<file path="src/rtl/sbox_layer_seq.sv">
// Nibble-serial SWAN S-box layer shared by two requesters (round datapath, key schedule).
// One S-box substitutes one nibble per cycle, MSB nibble first; results are held until consumed.
module sbox_layer_seq #(
    parameter int BLOCK_SIZE = 64,
    parameter int SBOX_SIZE  = 4
) (
    input  logic                  clk,
    input  logic                  rst_n,
    input  logic                  req0_valid,
    output logic                  req0_ready,
    input  logic [0:BLOCK_SIZE-1] req0_data,
    input  logic                  req1_valid,
    output logic                  req1_ready,
    input  logic [0:BLOCK_SIZE-1] req1_data,
    output logic                  rsp_valid,
    input  logic                  rsp_ready,
    output logic [0:BLOCK_SIZE-1] rsp_data,
    output logic                  rsp_id,
    output logic                  busy
);

    localparam int NIB_NUM = BLOCK_SIZE / SBOX_SIZE;
    localparam int CNT_W   = (NIB_NUM > 1) ? $clog2(NIB_NUM) : 1;
    localparam logic [CNT_W-1:0] LAST_CNT = CNT_W'(NIB_NUM - 1);

    typedef enum logic [1:0] {
        IDLE = 2'd0,
        RUN  = 2'd1,
        DONE = 2'd2
    } state_t;

    state_t                state_reg, state_next;
    logic [CNT_W-1:0]      cnt_reg, cnt_next;
    logic [0:BLOCK_SIZE-1] data_reg, data_next;
    logic                  rsp_id_reg, rsp_id_next;
    logic                  last_reg, last_next;

    logic                  grant;
    logic [SBOX_SIZE-1:0]  nib [NIB_NUM];
    logic [SBOX_SIZE-1:0]  sbox_in;
    logic [SBOX_SIZE-1:0]  sbox_out;
    logic [0:BLOCK_SIZE-1] sub_data;

    // Split the state into nibbles and build the word with nibble cnt replaced.
    generate
        for (genvar gi = 0; gi < NIB_NUM; gi++) begin : g_nib
            assign nib[gi] = data_reg[gi*SBOX_SIZE +: SBOX_SIZE];
            assign sub_data[gi*SBOX_SIZE +: SBOX_SIZE] =
                (cnt_reg == CNT_W'(gi)) ? sbox_out : nib[gi];
        end
    endgenerate

    assign sbox_in = nib[cnt_reg];

    // The single shared SWAN S-box.
    always_comb begin
        case (sbox_in)
            4'h0: sbox_out = 4'h1;
            4'h1: sbox_out = 4'h2;
            4'h2: sbox_out = 4'hC;
            4'h3: sbox_out = 4'h5;
            4'h4: sbox_out = 4'h7;
            4'h5: sbox_out = 4'h8;
            4'h6: sbox_out = 4'hA;
            4'h7: sbox_out = 4'hF;
            4'h8: sbox_out = 4'h4;
            4'h9: sbox_out = 4'hD;
            4'hA: sbox_out = 4'hB;
            4'hB: sbox_out = 4'hE;
            4'hC: sbox_out = 4'h9;
            4'hD: sbox_out = 4'h6;
            4'hE: sbox_out = 4'h0;
            default: sbox_out = 4'h3;
        endcase
    end

    // Round-robin: on a tie the requester not served last wins; otherwise whoever is valid.
    assign grant = (req0_valid && req1_valid) ? ~last_reg : req1_valid;

    always_comb begin
        state_next  = state_reg;
        cnt_next    = cnt_reg;
        data_next   = data_reg;
        rsp_id_next = rsp_id_reg;
        last_next   = last_reg;
        req0_ready  = 1'b0;
        req1_ready  = 1'b0;
        case (state_reg)
            IDLE: begin
                // Gated by rst_n so the ready outputs stay low while reset is held.
                req0_ready = rst_n && req0_valid && !grant;
                req1_ready = rst_n && req1_valid && grant;
                if (req0_ready || req1_ready) begin
                    data_next   = grant ? req1_data : req0_data;
                    rsp_id_next = grant;
                    last_next   = grant;
                    cnt_next    = '0;
                    state_next  = RUN;
                end
            end
            RUN: begin
                data_next = sub_data;
                if (cnt_reg == LAST_CNT) begin
                    state_next = DONE;
                end else begin
                    cnt_next = cnt_reg + CNT_W'(1);
                end
            end
            DONE: begin
                if (rsp_ready) begin
                    state_next = IDLE;
                end
            end
            default: state_next = IDLE;
        endcase
    end

    always_ff @(posedge clk or negedge rst_n) begin
        if (!rst_n) begin
            state_reg  <= IDLE;
            cnt_reg    <= '0;
            data_reg   <= '0;
            rsp_id_reg <= 1'b0;
            last_reg   <= 1'b1;
        end else begin
            state_reg  <= state_next;
            cnt_reg    <= cnt_next;
            data_reg   <= data_next;
            rsp_id_reg <= rsp_id_next;
            last_reg   <= last_next;
        end
    end

    assign rsp_valid = (state_reg == DONE);
    assign busy      = (state_reg != IDLE);
    assign rsp_data  = data_reg;
    assign rsp_id    = rsp_id_reg;

endmodule
</file>
<file path="config.mk">
export PLATFORM = sky130hd
export DESIGN_NAME = sbox_layer_seq
export DESIGN_NICKNAME = d
export VERILOG_FILES = /design/src/rtl/sbox_layer_seq.sv
export SDC_FILE = /design/constraint.sdc
export NUM_CORES = 1
export LEC_CHECK = 0
export CORE_AREA = 2 2 103 115
export CTS_BUF_LIST = sky130_fd_sc_hd__clkbuf_4
export DETAILED_ROUTE_END_ITERATION = 6
export DIE_AREA = 0 0 105 117
export GPL_TIMING_DRIVEN = 0
export PLACE_DENSITY = 0.83
export SLEW_MARGIN = 20
export SYNTH_ARGS = -nofsm -noshare
export SYNTH_HDL_FRONTEND = slang
export SYNTH_SLANG_ARGS = --single-unit
</file>
<file path="constraint.sdc">
create_clock -name clk -period 3.65 [get_ports clk]
set_input_delay 0.365 -clock clk [delete_from_list [all_inputs] [get_ports clk]]
set_output_delay 0.365 -clock clk [all_outputs]
set_load 0.05 [all_outputs]
</file>
==> impl_metrics.py <==
metrics = {
    "run_status": {
        "status": "finished clean",
    },
    "sta": {
        "setup-tns-final_ns": 0,
        "finClkSkew_ns": 0.03182,
        "setup_viol": 0,
        "fin_crit_ns": 3.513,
        "clock.fmax_mhz": 284.7,
        "finalHoldViolations": 0,
        "layout_setup_ws_ns": 0.1372,
        "max_slew_margin_pct": 35.10,
        "rsz0062_at_grt": "false",
        "finalCritPeriodShare_pct": 96.24,
        "maxSlewViolCount": 0,
        "tightestPinTransition_ns": 0.9660,
    },
    "finish": {
        "mostFrequentLayoutCells": "clkdlybuf4s50_1 (200), nand2_1 (77), dfrtp_1 (71), nor2_1 (40), nor3_1 (38)",
        "largest_reg_flops": 64,
        "finalNetCount": 851,
        "final_common_cell": "clkdlybuf4s50_1",
        "syn_to_final_growth_pct": 50.10,
        "drive_above_1_share_pct": 10.08,
        "post-route-util_pct": 65.36,
    },
    "synth": {
        "synth_cell_type_count": 52,
        "synth_area_um2": 4870,
        "synth_xor_area_share_pct": 0.3340,
        "synth_cells": 494,
        "yosys.area_share.adder_pct": 2.312,
        "yosys.area_share.simple_pct": 18.81,
        "ys_seq_area_share_pct": 37.02,
        "synth_compound_area_share_pct": 19.48,
        "synth_mux_area_share_pct": 16.68,
        "synth_top_family_by_area": "compound AO/OA/AOI/OAI gates",
        "yosysWarnings": 0,
        "syn_avg_cell_area_um2": 9.858,
        "syn-num-nets": 636,
        "ys_ff_latch": 72,
    },
    "critical_path": {
        "crit_family": "buffers and inverters",
        "cp-startpoint": "last_reg",
        "crit_path_max_incr_delay_ns": 0.83,
        "endpoint_kind": "output port",
        "worst-path-max-fanout": 19,
        "start_kind": "register",
        "cp.required_ns": 3.28,
        "crit_chain": "nand2_1 -> nand2_1 -> buf_2 -> and3_1 -> clkdlybuf4s50_1",
        "r2r_slack_ns": 0.24,
        "path_buf_inv": 2,
        "r2r_end": "rsp_data[23]",
        "reg2reg_depth": 10,
        "crit_top_cell": "nand2_1",
        "worstSetupPathType": "reg -> out",
        "path_depth": 5,
        "r2r_start": "cnt_reg[0]",
        "slowest_stage": "clkdlybuf4s50_1",
        "crit_path_end": "req0_ready",
        "arrival_ns": 3.15,
    },
    "placement": {
        "gp_congestion": 0.9471,
        "dp.final_hpwl_mm": 15.52,
        "pre_cts_ws_ns": -0.6122,
        "numPortBuffers": 201,
    },
    "clock_tree": {
        "root_buffer": "clkbuf_4",
        "numCtsBuffers": 9,
        "h-tree-depth": 3,
        "cts_buffer_depth": 2,
        "cts_tree": "done",
        "clk_pin_slew_worst_paths_ns": 0.15,
        "clk_latency_ns": 0.44,
        "cts.sinks": 72,
    },
    "die": {
        "io_pins": 202,
        "initial_core_util_pct": 43.54,
        "core_um2": 11180,
        "die_w_um": 105,
        "fp.dieH_um": 117,
        "dieArea_um2": 12290,
        "core.rowCount": 41,
    },
    "power_and_ir_drop": {
        "cellPowerDensity_nw_per_um2": 1127,
        "swShare_pct": 54.49,
        "seqPwrFrac_pct": 18.4,
        "intPower_mw": 3.748,
        "peakVddDrop_mv": 0.9727,
        "pwr-share-comb_pct": 74.3,
        "power.share.clock_pct": 7.3,
        "p_sw_mw": 4.488,
        "leakagePower_nw": 2.980,
    },
    "hold_path": {
        "worstHoldPathType": "in -> async",
    },
    "drt": {
        "num_vias": 5310,
        "viasPerCell": 6.139,
        "drtAntennaViolNets": 0,
        "avgRoutedWirePerCell_um": 22.91,
        "routed_wirelength_mm": 19.81,
        "dr.pass1.iters": 5,
        "detail_route.iter0.violations": 434,
        "drc_errors": 0,
    },
    "grt": {
        "grt_util_all_layers_pct": 31.98,
        "grt_pass1_vias": 5272,
        "grt_max_degree": 62,
        "antenna_found_initial": 0,
        "grt_pass1_wl_mm": 29.55,
        "grt-ovfl-total": 0,
    },
    "job": {
        "maxCapViolations": 0,
    },
}
[worst min path at each step]
stage / end / from / slack, ns / cells after the start
final: rsp_data[25] / rst_n / 0.31 / 2
after global routing: rsp_data[25] / rst_n / 0.33 / 2
after CTS: rsp_data[25] / rst_n / 0.31 / 2
after detailed placement: rsp_data[25] / rst_n / 0.24 / 1
after global placement: rsp_id / rsp_id / 0.47 / 1
after floorplan: cnt_reg[0] / rst_n / 0.07 / 0
[timing repair]
item                                   4_1_cts  5_1_grt
gates resized for setup                      1        1
hold buffers                                 1        0
setup buffers                                0        3
setup endpoints to repair                    2       20
endpoints found under the hold margin       14        0
[area by class of cell]
class                      instances  area, um^2
multi-input combinational        375        2814
antenna                            1       2.502
clock buffer                      10       75.07
fill                             945        3874
inverter                          10       37.54
clock inverter                     6       90.09
sequential                        72        1803
timing repair buffer             206        2082
tap                              150       187.7
buffer                            35       217.7
[kinds of logic (layout without fill, tap and decap cells)]
kind of cell / after synthesis / count (layout)
buffers and inverters: 47 / 267
muxes: 53 / 53
xor gates and xnor gates: 1 / 1
adders and majority gates: 9 / 9
other: 0 / 1
DFF: 72 / 72
AOI/OAI and AO/OA: 107 / 107
and+or+nand+nor: 205 / 205
[stage by stage]
stage / cells / hold WS (ns) / area, um^2 / power, mW
floorplan: 494 / 0.06941 / 4870 / 5.263
global placement: 845 / 0.4673 / 7069 / 7.183
detailed placement: 846 / 0.2394 / 7094 / 7.317
CTS: 861 / 0.3143 / 7263 / 7.901
global route: 864 / 0.3319 / 7307 / 8.574
finish: 865 / 0.3125 / 7310 / 8.236
[synth_stat cells (all sizes together)]
library cell	n	share of area, %
nand2	78	6.1
dfrtp	71	36
nor2	40	3.1
nor3	38	3.9
mux2i	36	8.0
a221o	30	6.3
nand3	23	2.4
clkbuf	22	1.8
o221a	18	4.2
a21oi	17	1.9
mux4	16	8.4
buf	15	2.7
o21ai	11	1.1
inv	10	0.77
nand4	10	1.3
ha	9	2.3
and2	8	1.1
o22ai	6	0.77
o32ai	6	1.1
a211oi	5	1.1
a22oi	4	0.82
a2111oi	2	0.36
a21o	2	0.31
a31oi	2	0.87
a41oi	2	0.36
nand2b	2	0.26
nor2b	2	0.26
nor4	2	0.26
o31ai	2	0.31
and3	1	0.13
dfstp	1	0.54
mux2	1	0.31
or2	1	0.13
xnor2	1	0.33
[layer usage]
| layer | track usage (%) | wire (um) |
|---|---|---|
| met5 | 0 | 0 |
| met4 | 14.31 | 801 |
| met3 | 6.423 | 1690 |
| met2 | 54.76 | 9759 |
| met1 | 39.64 | 7562 |
[power groups by stage]
stage	Combinational, mW	Sequential (mW)	Clock [mW]
after floorplan	2.84	2.42	0
after global placement	5.68	1.50	0
after detailed placement	5.80	1.52	0
after CTS	5.80	1.50	0.596
after global routing	6.41	1.54	0.633
final	6.12	1.51	0.602
No activity file was read; power rests on OpenSTA's default activity.
